[src/rtl/vred_sequencer_pkg.sv]
// Shared vALU reduction definitions: op encodings, sequencer states, and a fold-depth helper.
package vred_sequencer_pkg;

  localparam logic [1:0] OpSum = 2'b00;
  localparam logic [1:0] OpMin = 2'b10;
  localparam logic [1:0] OpMax = 2'b11;

  typedef enum logic [2:0] {
    StIdle,
    StAccum,
    StFold,
    StFinal,
    StDone
  } state_e;

  // log2 of the number of SEW lanes in a beat of the given width
  function automatic logic [2:0] lanes_log2(input logic [1:0] sew, input int unsigned width);
    int unsigned lanes;
    lanes = width >> (32'd3 + 32'(sew));
    lanes_log2 = '0;
    for (int unsigned i = 1; i < 8; i++) begin
      if ((lanes >> i) != 0) lanes_log2 = 3'(i);
    end
  endfunction

endpackage

[src/rtl/vred_sequencer_if.sv]
// Command, source-beat and result handshakes between vALU issue logic and the reduction sequencer.
interface vred_sequencer_if #(
  parameter int unsigned REQ_DATA_WIDTH = 32,
  parameter int unsigned SEW_WIDTH      = 2,
  parameter int unsigned OPSEL_WIDTH    = 2,
  parameter int unsigned CNT_WIDTH      = 6
);
  logic                      start_valid;
  logic                      start_ready;
  logic [SEW_WIDTH-1:0]      start_sew;
  logic [OPSEL_WIDTH-1:0]    start_opsel;
  logic [CNT_WIDTH-1:0]      start_nbeats;
  logic [REQ_DATA_WIDTH-1:0] start_scalar;
  logic                      beat_valid;
  logic                      beat_ready;
  logic [REQ_DATA_WIDTH-1:0] beat_data;
  logic                      res_valid;
  logic                      res_ready;
  logic [REQ_DATA_WIDTH-1:0] res_data;
  logic                      res_err;

  modport master (
    output start_valid, start_sew, start_opsel, start_nbeats, start_scalar,
    output beat_valid, beat_data, res_ready,
    input  start_ready, beat_ready, res_valid, res_data, res_err
  );

  modport slave (
    input  start_valid, start_sew, start_opsel, start_nbeats, start_scalar,
    input  beat_valid, beat_data, res_ready,
    output start_ready, beat_ready, res_valid, res_data, res_err
  );
endinterface

[src/rtl/vred_sequencer_unit.sv]
// Lane-wise reduction unit: registered sum / signed min / signed max of the two halves of vec0,
// or a plain load of the low half when en=0. One-cycle latency.
module vRedSum_min_max_unit_block
  import vred_sequencer_pkg::*;
#(
  parameter int unsigned REQ_DATA_WIDTH = 32,
  parameter int unsigned SEW_WIDTH      = 2,
  parameter int unsigned OPSEL_WIDTH    = 2,
  parameter bit          MIN_MAX_ENABLE = 1'b1
) (
  input  logic                        clk,
  input  logic                        rst,
  input  logic                        en,
  input  logic [SEW_WIDTH-1:0]        sew,
  input  logic [OPSEL_WIDTH-1:0]      opsel,
  input  logic [2*REQ_DATA_WIDTH-1:0] vec0,
  output logic [REQ_DATA_WIDTH-1:0]   vec_out
);
  localparam int unsigned W = REQ_DATA_WIDTH;

  logic [3:0][W-1:0] lane_res;
  logic [W-1:0]      out_q, out_d;
  logic              do_min, do_max;

  assign do_min = MIN_MAX_ENABLE && (opsel == OpMin);
  assign do_max = MIN_MAX_ENABLE && (opsel == OpMax);

  for (genvar s = 0; s < 4; s++) begin : g_sew
    localparam int unsigned EW = 8 << s;
    if (EW <= W) begin : g_on
      for (genvar l = 0; l < W / EW; l++) begin : g_lane
        logic signed [EW-1:0] a, b;
        logic                 lt;
        assign a  = vec0[l*EW +: EW];
        assign b  = vec0[W + l*EW +: EW];
        assign lt = a < b;
        assign lane_res[s][l*EW +: EW] = do_min ? (lt ? a : b) :
                                         do_max ? (lt ? b : a) : a + b;
      end
    end else begin : g_off
      assign lane_res[s] = '0;
    end
  end

  always_comb begin
    out_d = en ? lane_res[sew] : vec0[W-1:0];
  end

  always_ff @(posedge clk or posedge rst) begin
    if (rst) out_q <= '0;
    else     out_q <= out_d;
  end

  assign vec_out = out_q;

endmodule

[src/rtl/vred_sequencer.sv]
// Reduction sequencer: streams beats into the unit, folds lanes in log2 steps, merges the scalar
// seed and returns one element.
module vred_sequencer
  import vred_sequencer_pkg::*;
#(
  parameter int unsigned REQ_DATA_WIDTH = 32,
  parameter int unsigned SEW_WIDTH      = 2,
  parameter int unsigned OPSEL_WIDTH    = 2,
  parameter int unsigned CNT_WIDTH      = 6
) (
  input logic            clk,
  input logic            rst,
  input logic            flush,
  vred_sequencer_if.slave bus
);
  localparam int unsigned W = REQ_DATA_WIDTH;

  state_e                 state_q, state_d;
  logic [SEW_WIDTH-1:0]   sew_q, sew_d;
  logic [OPSEL_WIDTH-1:0] opsel_q, opsel_d;
  logic [CNT_WIDTH-1:0]   cnt_q, cnt_d;
  logic [W-1:0]           scalar_q, scalar_d;
  logic [2:0]             fold_q, fold_d, nfold_q, nfold_d;
  logic                   first_q, first_d, seed_q, seed_d, err_q, err_d;

  logic         unit_en;
  logic [2*W-1:0] unit_vec0;
  logic [W-1:0] unit_out, elem_mask;
  logic [2:0]   fold_k;
  logic         too_wide;

  assign fold_k   = fold_q + 3'd1;
  assign too_wide = (32'd8 << bus.start_sew) > 32'(W);

  always_comb begin
    elem_mask = '0;
    for (int unsigned i = 0; i < W; i++) elem_mask[i] = (i < (32'd8 << sew_q));
  end

  always_comb begin
    state_d  = state_q;
    sew_d    = sew_q;
    opsel_d  = opsel_q;
    cnt_d    = cnt_q;
    scalar_d = scalar_q;
    fold_d   = fold_q;
    nfold_d  = nfold_q;
    first_d  = first_q;
    seed_d   = seed_q;
    err_d    = err_q;
    unit_en   = 1'b0;
    unit_vec0 = {{W{1'b0}}, unit_out};
    bus.start_ready = 1'b0;
    bus.beat_ready  = 1'b0;
    bus.res_valid   = 1'b0;
    bus.res_data    = '0;
    bus.res_err     = 1'b0;

    case (state_q)
      StIdle: begin
        bus.start_ready = 1'b1;
        if (bus.start_valid) begin
          sew_d    = bus.start_sew;
          opsel_d  = bus.start_opsel;
          cnt_d    = bus.start_nbeats;
          scalar_d = bus.start_scalar;
          nfold_d  = lanes_log2(bus.start_sew, W);
          fold_d   = '0;
          first_d  = 1'b1;
          if (too_wide) begin
            err_d   = 1'b1;
            state_d = StDone;
          end else if (bus.start_nbeats == '0) begin
            // Empty vector: FINAL only loads the seed so the result is the scalar itself
            seed_d  = 1'b1;
            state_d = StFinal;
          end else begin
            state_d = StAccum;
          end
        end
      end
      StAccum: begin
        bus.beat_ready = 1'b1;
        if (bus.beat_valid) begin
          unit_en   = !first_q;
          unit_vec0 = {bus.beat_data, first_q ? bus.beat_data : unit_out};
          first_d   = 1'b0;
          cnt_d     = cnt_q - 1'b1;
          if (cnt_q == CNT_WIDTH'(1)) state_d = (nfold_q == 3'd0) ? StFinal : StFold;
        end
      end
      StFold: begin
        unit_en   = 1'b1;
        unit_vec0 = {unit_out >> (W >> fold_k), unit_out};
        fold_d    = fold_k;
        if (fold_k == nfold_q) state_d = StFinal;
      end
      StFinal: begin
        if (seed_q) begin
          unit_vec0 = {{W{1'b0}}, scalar_q};
        end else begin
          unit_en   = 1'b1;
          unit_vec0 = {scalar_q, unit_out};
        end
        state_d = StDone;
      end
      StDone: begin
        bus.res_valid = 1'b1;
        bus.res_err   = err_q;
        bus.res_data  = err_q ? '0 : (unit_out & elem_mask);
        if (bus.res_ready) begin
          state_d = StIdle;
          err_d   = 1'b0;
          seed_d  = 1'b0;
        end
      end
      default: state_d = StIdle;
    endcase

    if (flush) begin
      state_d = StIdle;
      err_d   = 1'b0;
      seed_d  = 1'b0;
    end
  end

  always_ff @(posedge clk or posedge rst) begin
    if (rst) begin
      state_q  <= StIdle;
      sew_q    <= '0;
      opsel_q  <= '0;
      cnt_q    <= '0;
      scalar_q <= '0;
      fold_q   <= '0;
      nfold_q  <= '0;
      first_q  <= 1'b0;
      seed_q   <= 1'b0;
      err_q    <= 1'b0;
    end else begin
      state_q  <= state_d;
      sew_q    <= sew_d;
      opsel_q  <= opsel_d;
      cnt_q    <= cnt_d;
      scalar_q <= scalar_d;
      fold_q   <= fold_d;
      nfold_q  <= nfold_d;
      first_q  <= first_d;
      seed_q   <= seed_d;
      err_q    <= err_d;
    end
  end

  vRedSum_min_max_unit_block #(
    .REQ_DATA_WIDTH(W),
    .SEW_WIDTH     (SEW_WIDTH),
    .OPSEL_WIDTH   (OPSEL_WIDTH),
    .MIN_MAX_ENABLE(1'b1)
  ) u_unit (
    .clk    (clk),
    .rst    (rst),
    .en     (unit_en),
    .sew    (sew_q),
    .opsel  (opsel_q),
    .vec0   (unit_vec0),
    .vec_out(unit_out)
  );

endmodule

[src/flat_wrapper.sv]
// flat-port wrapper written by rule: the top's interface ports become plain ports
module vred_sequencer_flat import vred_sequencer_pkg::*;
#(
  parameter int unsigned REQ_DATA_WIDTH = 32,
  parameter int unsigned SEW_WIDTH      = 2,
  parameter int unsigned OPSEL_WIDTH    = 2,
  parameter int unsigned CNT_WIDTH      = 6
)
  (clk, rst, flush, bus_start_valid, bus_start_sew, bus_start_opsel, bus_start_nbeats, bus_start_scalar, bus_beat_valid, bus_beat_data, bus_res_ready, bus_start_ready, bus_beat_ready, bus_res_valid, bus_res_data, bus_res_err);
  vred_sequencer_if #(.REQ_DATA_WIDTH(REQ_DATA_WIDTH), .SEW_WIDTH(SEW_WIDTH), .OPSEL_WIDTH(OPSEL_WIDTH), .CNT_WIDTH(CNT_WIDTH)) bus_i ();
  input logic clk;
  input logic rst;
  input logic flush;
  input wire logic [$bits(bus_i.start_valid)-1:0] bus_start_valid;
  input wire logic [$bits(bus_i.start_sew)-1:0] bus_start_sew;
  input wire logic [$bits(bus_i.start_opsel)-1:0] bus_start_opsel;
  input wire logic [$bits(bus_i.start_nbeats)-1:0] bus_start_nbeats;
  input wire logic [$bits(bus_i.start_scalar)-1:0] bus_start_scalar;
  input wire logic [$bits(bus_i.beat_valid)-1:0] bus_beat_valid;
  input wire logic [$bits(bus_i.beat_data)-1:0] bus_beat_data;
  input wire logic [$bits(bus_i.res_ready)-1:0] bus_res_ready;
  output wire logic [$bits(bus_i.start_ready)-1:0] bus_start_ready;
  output wire logic [$bits(bus_i.beat_ready)-1:0] bus_beat_ready;
  output wire logic [$bits(bus_i.res_valid)-1:0] bus_res_valid;
  output wire logic [$bits(bus_i.res_data)-1:0] bus_res_data;
  output wire logic [$bits(bus_i.res_err)-1:0] bus_res_err;
  assign bus_i.start_valid = bus_start_valid;
  assign bus_i.start_sew = bus_start_sew;
  assign bus_i.start_opsel = bus_start_opsel;
  assign bus_i.start_nbeats = bus_start_nbeats;
  assign bus_i.start_scalar = bus_start_scalar;
  assign bus_i.beat_valid = bus_beat_valid;
  assign bus_i.beat_data = bus_beat_data;
  assign bus_i.res_ready = bus_res_ready;
  assign bus_start_ready = bus_i.start_ready;
  assign bus_beat_ready = bus_i.beat_ready;
  assign bus_res_valid = bus_i.res_valid;
  assign bus_res_data = bus_i.res_data;
  assign bus_res_err = bus_i.res_err;
  vred_sequencer #(.REQ_DATA_WIDTH(REQ_DATA_WIDTH), .SEW_WIDTH(SEW_WIDTH), .OPSEL_WIDTH(OPSEL_WIDTH), .CNT_WIDTH(CNT_WIDTH)) u_core (.clk(clk), .rst(rst), .flush(flush), .bus(bus_i));
endmodule
[config.mk]
export PLATFORM = sky130hd
export DESIGN_NAME = vred_sequencer_flat
export DESIGN_NICKNAME = d
export VERILOG_FILES = /design/src/rtl/vred_sequencer_pkg.sv /design/src/rtl/vred_sequencer_if.sv /design/src/rtl/vred_sequencer_unit.sv /design/src/rtl/vred_sequencer.sv /design/src/flat_wrapper.sv
export SDC_FILE = /design/constraint.sdc
export NUM_CORES = 1
export LEC_CHECK = 0
export CORE_MARGIN = 2
export CORE_UTILIZATION = 40
export DETAILED_ROUTE_END_ITERATION = 6
export PLACE_DENSITY = 0.68
export REMOVE_ABC_BUFFERS = 1
export SLEW_MARGIN = 20
export SYNTH_ARGS = -nofsm -noshare
export SYNTH_HDL_FRONTEND = slang
export SYNTH_SLANG_ARGS = --single-unit
[constraint.sdc]
create_clock -name clk -period 14.8 [get_ports clk]
set_input_delay 4.44 -clock clk [delete_from_list [all_inputs] [get_ports clk]]
set_output_delay 4.44 -clock clk [all_outputs]
set_load 0.005 [all_outputs]
-- Word level (Yosys, flattened, before mapping)
Index checks and enable logic that the tools add are counted.
- $add $sub $neg: 10
- $lt $le $gt $ge: 41
- eq/ne operators: 18
- shift-type cells: 5
- muxes and demuxes: 79
- bitwise logic cells: 1
- reductions and logical operators: 20
- operators by type and width (cell ; number):
    less-than comparator 5 x 32 -> 1 bit, first input constant ; 16
    2-to-1 mux 32 bit ; 9
    less-than comparator 4 x 32 -> 1 bit, first input constant ; 8
    nonzero test 32 bit ; 7
    case mux 64 bit (3 select lines) ; 1
    less-than comparator 3 x 32 -> 1 bit, first input constant ; 4
    2-to-1 mux 16 bit ; 8
    2-to-1 mux 64 bit ; 2
    2-to-1 mux 8 bit ; 16
    binary-select mux 32 bit (select 2 bit) ; 1
    less-than comparator 1 x 32 -> 1 bit, first input constant ; 2
    less-than comparator 2 x 32 -> 1 bit, first input constant ; 2
    << shifter 4 x 2 -> 32 bit, first input constant ; 2
    2-to-1 mux 3 bit ; 12
    adder 16 bit ; 2
    adder 32 bit ; 1
    adder 8 bit ; 4
    AND 32 bit ; 1
    > comparator 32 x 6 -> 1 bit, second input constant ; 1
    less-than comparator 16 bit ; 2
    less-than comparator 32 bit ; 1
    less-than comparator 8 bit ; 4
    >> shifter 32 x 32 -> 32 bit ; 1
    >> shifter 6 x 3 -> 32 bit, first input constant ; 1
    31 further kinds ; 66
- flip-flop bits (word level): 86
- input bits: 80
- output and inout port bits: 36
- logic and storage cells: 185

-- Longest topological paths before layout
Gate-level depths: netlist (run 1).
- word-level depth: 11
- depth in mapped cells: 25
- mapped depth without buffers: 21

-- By module
A second synthesis (run 1) with hierarchy kept.
- cell total of the unflattened synthesis: 1875
- area, all modules: 13513.0 um^2
- by module, submodules not included (module ; times used ; cells an instance ; area each (um^2) ; sequential area each (um^2)):
    vRedSum_min_max_unit_block ; 1 ; 1094 ; 7768.7 ; 800.8
    vred_sequencer ; 1 ; 781 ; 5744.3 ; 1326.3

-- Worst setup path after synthesis (run 1)
No wires, ideal clock.
- path type: in2reg
- from: in bus_beat_valid
- to: reg u_core.u_unit.out_q[23], in the netlist u_core.u_unit.vec_out[23]
- arrival time: 8.856 ns
- data required time: 14.674 ns
- path slack: 5.818 ns
- stages on the path: 21
- buffers on the path: 7
- cell sequence: nor4bb_1 > clkbuf_1 > and2_1 > clkbuf_1 > buf_1 > clkbuf_1 > nand2_1 > and2_1 > inv_1 > ha_1 > clkbuf_1 > a21oi_1 > o21bai_1 > o31ai_1 > o21ai_0 > a211oi_2 > xnor2_1 > buf_2 > clkbuf_1 > nand2_1 > a311o_1
- longest elaborated chain between the ends: 9
- elaborated cells between the ends (all ways): 25
- classes of those cells: add/sub: 3; order compare: 3; mux: 19
- RTL lines (element ; RTL line ; source):
    start: declaration ; flat_wrapper.sv:19 ; input wire logic [$bits(bus_i.beat_valid)-1:0] bus_beat_valid;
    2-to-1 mux 64 bit ; vred_sequencer.sv:84 ; if (bus.beat_valid) begin
    case mux 64 bit (3 select lines) ; vred_sequencer.sv:59 ; case (state_q)
    less-than comparator 32 bit, or another cell as far along ; vred_sequencer_unit.sv:36 ; assign lt = a < b;
    2-to-1 mux 32 bit, or another cell as far along (2 in series) ; vred_sequencer_unit.sv:38 ; do_max ? (lt ? b : a) : a + b;
    2-to-1 mux 32 bit, or another cell as far along ; vred_sequencer_unit.sv:37 ; assign lane_res[s][l*EW +: EW] = do_min ? (lt ? a : b) :
    binary-select mux 32 bit (select 2 bit) ; vred_sequencer_unit.sv:46 ; out_d = en ? lane_res[sew] : vec0[W-1:0];
    2-to-1 mux 32 bit (implied by the code) ; vred_sequencer_unit.sv:46 ;
    2-to-1 mux 32 bit (*) ; vred_sequencer_unit.sv:46 ;
    named net u_core.u_unit.out_d[23] ; vred_sequencer_unit.sv:22 ; logic [W-1:0] out_q, out_d;
    end signal: assignment ; vred_sequencer_unit.sv:51 ; else out_q <= out_d;
    end: declaration ; vred_sequencer_unit.sv:22 ;
The timed path passes the listed nets; every way through them passes the cells marked *. The select of a mux whose other input is x is not followed.
A chain may end at the register's enable or synchronous reset.

-- Worst setup path in the final report (run 1)
- from: in bus_beat_valid
- to: reg u_core.u_unit.out_q[7], in the netlist u_core.u_unit.vec_out[7]
Same word-level chain as after synthesis.

==> impl_metrics.py, run 1 <==
metrics = {
    "run_status": {
        "status": "finished, final reports clean",
    },
    "worst_setup_path": {
        "path_depth": 19,
        "cpMostUsedCell": "buf_4",
        "path_max_fanout": 37,
        "r2r_cells": 21,
        "path_class": "input pin to flop",
        "path_buf_inv": 7,
        "cp_cell_sequence": "clkdlybuf4s50_1, nor4bb_4, buf_4, and2_1, buf_4, a222oi_1, inv_1, ha_1, clkinv_1, nor4_1, o31ai_1, o21ai_0, a211oi_2, buf_4, xnor2_1, buf_4, o21ai_0, o21ai_0, o211ai_1",
        "critPathSlowestCell": "a222oi_1",
        "crit_required_ns": 15.08,
        "slowest_delay_ns": 0.87,
        "crit_path_start_kind": "input pin",
        "critical_path_arrival_ns": 10.40,
        "rr_endpoint": "u_core.u_unit.vec_out[7]",
        "path_delay_family": "compound AO/OA/AOI/OAI gates",
        "r2r_slack_ns": 7.26,
        "end_kind": "flop",
        "r2r_start": "u_core.fold_q[0]",
    },
    "die": {
        "pin_count": 116,
        "die_w_um": 182.4,
        "die_h_um": 182.4,
        "rows": 65,
        "dieArea_um2": 33260,
        "start_util_pct": 40.44,
        "core_um2": 31470,
    },
    "drt": {
        "dr.pass1.iters": 7,
        "drc": 0,
        "vias_per_cell": 6.853,
        "vias": 15320,
        "drtIter0Drc": 2562,
        "post_drt_wl_per_cell_um": 26.09,
        "ant_nets": 0,
        "drt-total-wl_mm": 58.33,
    },
    "finish": {
        "area_growth_pct": 13.56,
        "drive_above_1_share_pct": 5.344,
        "fin_area_um2": 14450,
        "antenna_cells": 0,
        "layout.nets": 1986,
    },
    "sta": {
        "timing.hold.ws_ns": 0.5164,
        "setup_viol": 0,
        "final.setup_skew_ns": 0.006529,
        "max_freq_mhz": 98.80,
        "rsz0062_at_grt": "false",
        "setup-tns-final_ns": 0,
        "period_needed_ns": 10.12,
        "relSlewSlack_pct": 12.83,
        "timing.final.crit_share_pct": 68.39,
        "finalHoldViolCount": 0,
        "maxSlewViolCount": 0,
        "worst_pin_slew_ns": 1.291,
        "setup_ws_ns": 4.678,
    },
    "power": {
        "p_total_mw": 3.834,
        "seq_power_share_pct": 14.5,
        "p_per_area_nw_per_um2": 265.2,
        "pwr-share-comb_pct": 77.9,
        "clock_power_share_pct": 7.5,
        "peakVddDrop_mv": 0.1386,
        "switching_share_pct": 59.71,
        "power.switching_mw": 2.289,
        "power.internal_mw": 1.544,
        "p_leak_nw": 6.083,
    },
    "min_path": {
        "hp-class": "flop to flop",
        "hold_path_depth": 2,
        "hp-start": "u_core.scalar_q[21]",
        "min_to": "u_core.scalar_q[21]",
    },
    "clocking": {
        "post_cts_buffers": 0,
        "cts_num_sinks": 85,
        "clk_path_buf_depth": 2,
        "cts_root_buffer": "clkbuf_16",
        "clock_latency_ns": 0.37,
        "cts_tree": "built",
        "cts_made_buffers": 9,
        "clk_pin_slew_ns": 0.07,
        "post_cts_resized": 0,
        "cts_hold_buf": 0,
        "htree_levels": 3,
    },
    "global_route": {
        "grt_overflow_total": 0,
        "track_usage_pct": 34.28,
        "grt_antenna_before_repair": 2,
        "grt_pass1_vias": 14250,
        "grt_pass1_wl_mm": 87.44,
        "grt_max_degree": 69,
    },
    "synthesis": {
        "synth.area.top_cells": "dfrtp_1 (17%), nand2_1 (7.7%), ha_1 (7.2%), a21oi_1 (5.3%), mux2i_1 (4.1%)",
        "yosysTopAreaCell": "dfrtp_1",
        "netlist_area_um2": 12730,
        "ys_seq_area_share_pct": 16.71,
        "synth_cells": 1810,
        "syn_area_per_cell_um2": 7.032,
        "synthArstFlopShare_pct": 100.0,
        "ys_types": 89,
        "synth-edff-count": 0,
        "synth_flop_cell": "dfrtp_1",
        "yosysWarnings": 0,
        "ys_seq_elements": 85,
        "yosysTopAreaCellShare_pct": 16.71,
    },
    "placed_design": {
        "post-place-ws_ns": 4.539,
        "port_buffers": 115,
        "gp_congestion": 1.039,
        "placed_area_um2": 14090,
        "post-dp-hpwl_mm": 44.18,
    },
    "job": {
        "maxCapViolCount": 0,
    },
}
cell usage after synthesis (all sizes together) (21+ instances only):
library cell	number
a211oi	25
a21o	21
mux2i	52
inv	98
nor3	46
and3	27
a222oi	23
a22oi	44
nand3	43
a31oi	24
nand2	260
o21ai	104
and2	33
clkbuf	102
buf	36
dfrtp	85
nor4	24
a21oi	135
xnor2	46
ha	73
o211ai	27
nor2	137
worst min-delay path, cell delays in order, from the launching register on:
cell	delay (ns)
dfrtp_1	0.37
nand2_1	0.06
nand2_1	0.06
worst max path at each step:
| stage | startpoint | end | slack (ns) |
|---|---|---|---|
| global placement | bus_beat_valid | u_core.u_unit.vec_out[7] | 4.73 |
| floorplan | bus_beat_valid | u_core.u_unit.vec_out[17] | 3.27 |
| detailed placement | bus_beat_valid | u_core.u_unit.vec_out[7] | 4.54 |
| finish | bus_beat_valid | u_core.u_unit.vec_out[7] | 4.68 |
| CTS | bus_beat_valid | u_core.u_unit.vec_out[7] | 4.91 |
| global route | bus_beat_valid | u_core.u_unit.vec_out[2] | 4.24 |
final cells by class:
class | count | area [um^2]
fill | 3232 | 17020
clock inverter | 6 | 135.1
timing repair buffer | 146 | 1384
inverter | 101 | 380.4
multi-input combinational | 1486 | 9694
tap | 402 | 503.0
sequential | 85 | 2128
clock buffer | 10 | 229.0
per-layer routing:
layer	vias to the layer above	track usage (%)	share of wire [%]
li1	6718	-	-
met1	7295	44.96	39
met2	1089	53.10	43
met3	220	7.623	12
met4	2	17.10	5.6
met5	-	0	0.022
state kept, by name, indices dropped and copies added, names as in the netlist:
signal,count
u_core.u_unit.vec_out,32
u_core.sew_q,2
u_core.seed_q,1
u_core.cnt_q,6
u_core.nfold_q,2
u_core.state_q,3
u_core.fold_q,3
u_core.scalar_q,32
u_core.opsel_q,2
u_core.first_q,1
u_core.err_q,1
per-stage QoR:
step	util, %	std cells
global route	45.92	2236
floorplan	-	1672
global placement	44.76	2220
detailed placement	44.76	2220
CTS	45.92	2236
finish	45.92	2236
cells by family (layout without fill, tap and decap cells):
group | count (synthesis) | in the layout | share of synthesized area (%)
muxes | 69 | 69 | 5.770
xor gates and xnor gates | 61 | 61 | 4.256
buffers and inverters | 239 | 263 | 7.520
AOI/OAI and AO/OA | 608 | 608 | 33.23
adders and majority gates | 77 | 77 | 7.805
and+or+nand+nor | 671 | 671 | 24.71
DFF | 85 | 85 | 16.71
placed cells by master, fill, tap and decap left out, types with 24 or more instances in the layout:
cell             count
a21oi_1            135
a22oi_1             44
a31oi_1             24
and2_1              30
and3_1              27
buf_4               31
clkdlybuf4s50_1    115
dfrtp_1             84
ha_1                73
inv_1               97
mux2i_1             52
nand2_1            260
nand3_1             43
nor2_1             135
nor3_1              45
nor4_1              24
o211ai_1            27
o21ai_0            100
xnor2_1             45
power by group through the flow:
stage / clock network, mW / logic [mW] / registers, mW
4_1_cts: 0.290 / 2.88 / 0.539
3_5_place_dp: 0 / 2.86 / 0.541
3_3_place_gp: 0 / 2.84 / 0.542
6_report: 0.289 / 2.99 / 0.556
2_1_floorplan: 0 / 1.94 / 0.477
5_1_grt: 0.300 / 3.19 / 0.554
No activity file was read; power rests on OpenSTA's default activity.
==> run 2, diff against run 1 <==
--- a/config.mk
+++ b/config.mk
@@ -8,7 +8,7 @@
 export CORE_MARGIN = 2
 export CORE_UTILIZATION = 40
 export DETAILED_ROUTE_END_ITERATION = 6
-export PLACE_DENSITY = 0.68
+export PLACE_DENSITY = 0.7
 export REMOVE_ABC_BUFFERS = 1
 export SLEW_MARGIN = 20
 export SYNTH_ARGS = -nofsm -noshare
==> constraint.sdc (replaced) <==
create_clock -name clk -period 9 [get_ports clk]
set_input_delay 2.7 -clock clk [delete_from_list [all_inputs] [get_ports clk]]
set_output_delay 2.7 -clock clk [all_outputs]
set_load 0.005 [all_outputs]
==> run 2 against run 1 <==
Net effect:
- the flow now finishes with violations (design-rule violations)
- clock skew is 0.0053 ns higher
- power is 67% higher
- count of clock-buffer cells in the layout stayed put
- design area is 0.63% higher
- critical endpoint unchanged
- largest cell class unchanged
- highest routed layer unchanged
==> impl_metrics.py, run 2 (same netlist as run 1, synthesis figures left out) <==
metrics = {
    "power": {
        "peakVddDrop_mv": 0.2316,
        "pwr-share-comb_pct": 79.3,
        "p_leak_nw": 6.148,
        "power.internal_mw": 2.557,
        "switching_share_pct": 60.15,
        "p_total_mw": 6.416,
        "p_per_area_nw_per_um2": 441.1,
        "seq_power_share_pct": 14.4,
        "clock_power_share_pct": 6.3,
        "power.switching_mw": 3.859,
    },
    "finish": {
        "final_cell_mix": "nand2_1 (260), nor2_1 (135), a21oi_1 (135)",
        "drive_above_1_share_pct": 6.419,
        "n_fill_cell": 3261,
        "layout.cells.non_filler": 2256,
        "final_common_cell": "nand2_1",
        "area_growth_pct": 14.27,
        "antenna_cells": 0,
        "layout.nets": 2007,
    },
    "drt": {
        "ant_nets": 0,
        "dr.pass1.iters": 7,
        "vias": 15330,
        "drtIter0Drc": 2547,
        "drt-total-wl_mm": 60.84,
        "drc": 3,
        "vias_per_cell": 6.795,
        "post_drt_wl_per_cell_um": 26.97,
    },
    "clocking": {
        "cts_num_sinks": 85,
        "post_cts_buffers": 0,
        "cts_root_buffer": "clkbuf_16",
        "cts_hold_buf": 0,
        "post_cts_resized": 0,
        "cts_tree": "built",
        "clock_latency_ns": 0.37,
        "clk_pin_slew_ns": 0.07,
        "clk_path_buf_depth": 2,
        "htree_levels": 3,
        "cts_made_buffers": 9,
    },
    "sta": {
        "timing.final.crit_share_pct": 91.55,
        "final.setup_skew_ns": 0.01180,
        "period_needed_ns": 8.240,
        "setup_viol": 0,
        "max_freq_mhz": 121.4,
        "worst_pin_slew_ns": 1.243,
        "rsz0062_at_grt": "false",
        "finalHoldViolCount": 0,
        "maxSlewViolCount": 0,
        "relSlewSlack_pct": 16.83,
    },
    "die": {
        "die_w_um": 182.4,
        "core_um2": 31470,
        "pin_count": 116,
        "start_util_pct": 40.44,
        "rows": 65,
        "dieArea_um2": 33260,
        "die_h_um": 182.4,
    },
    "worst_setup_path": {
        "crit_required_ns": 9.23,
        "critical_path_arrival_ns": 8.47,
        "crit_path_start_kind": "input pin",
        "path_max_fanout": 29,
        "path_class": "input pin to flop",
        "end_kind": "flop",
    },
    "placed_design": {
        "post-dp-hpwl_mm": 45.93,
        "dp_cells": 2240,
        "gp_congestion": 1.033,
        "port_buffers": 115,
    },
    "job": {
        "maxCapViolCount": 0,
    },
    "global_route": {
        "grt_overflow_total": 0,
        "track_usage_pct": 36.11,
        "grt_max_degree": 63,
        "grt_pass1_wl_mm": 91.82,
        "grt_antenna_before_repair": 1,
        "grt_pass1_vias": 14840,
    },
    "min_path": {
        "hp-class": "flop to flop",
    },
    "run_status": {
        "violations": "design-rule violations",
        "status": "finished, violations left",
    },
}
-- run 2: through the flow --
stage               cell area [um^2]  util [%]  hold slack, ns  setup slack [ns]  TNS (ns)
detailed placement             14240     45.24          0.5009            0.6058         0
global placement               14240     45.24          0.4972            0.7116         0
CTS                            14540     46.19          0.5243            0.9509         0
global route                   14550     46.21          0.5583            0.5677         0
floorplan                      12150         -          0.4675           -0.7853    -14.68
finish                         14550     46.21          0.5243            0.7602         0
-- run 2: final timing paths --
kind | to | startpoint | slack, ns | cells after the start
setup / recovery | u_core.u_unit.vec_out[7] | bus_beat_valid | 0.76 | 17
hold / removal | u_core.scalar_q[17] | u_core.scalar_q[17] | 0.52 | 2
setup reg to reg | u_core.u_unit.vec_out[7] | u_core.fold_q[0] | 1.74 | 18
hold reg to reg | u_core.scalar_q[17] | u_core.scalar_q[17] | 0.52 | 2
max in group asynchronous | u_core.u_unit.vec_out[8] | rst | 5.05 | 3
min in group asynchronous | u_core.scalar_q[22] | rst | 2.76 | 2
-- run 2: layer usage --
layer / GRT usage (%) / wire length, um
met5: 0 / 67
met3: 10.08 / 6801
met4: 19.61 / 3842
met1: 45.42 / 23890
met2: 56.02 / 26240
-- run 2: final cells by class --
type / instances / area (um^2) / share of cell area (%)
clock buffer: 10 / 239.0 / 1.643
clock inverter: 5 / 61.31 / 0.4215
inverter: 101 / 380.4 / 2.615
multi-input combinational: 1486 / 9694 / 66.65
sequential: 85 / 2128 / 14.63
tap: 402 / 503.0 / 3.458
timing repair buffer: 167 / 1539 / 10.58
-- run 2: power by group through the flow --
stage,Combinational (mW),Sequential (mW),Clock (mW)
after global routing,5.43,0.927,0.418
after detailed placement,4.89,0.898,0
final,5.09,0.925,0.403
after global placement,4.87,0.903,0
after floorplan,3.19,0.784,0
after CTS,4.91,0.895,0.405
-- run 2: worst max-delay path, cell delays in order --
cell	delay [ns]
clkdlybuf4s50_1	0.48
nor4bb_4	0.20
and2_1	0.18
buf_4	0.25
a222oi_1	0.65
inv_1	0.33
ha_1	0.56
nand4_1	0.15
buf_4	0.20
a2111oi_0	0.27
o21ai_1	0.24
nand3_1	0.24
a211oi_2	0.12
xnor2_1	0.86
o21ai_0	0.48
o21ai_0	0.41
o211ai_1	0.14
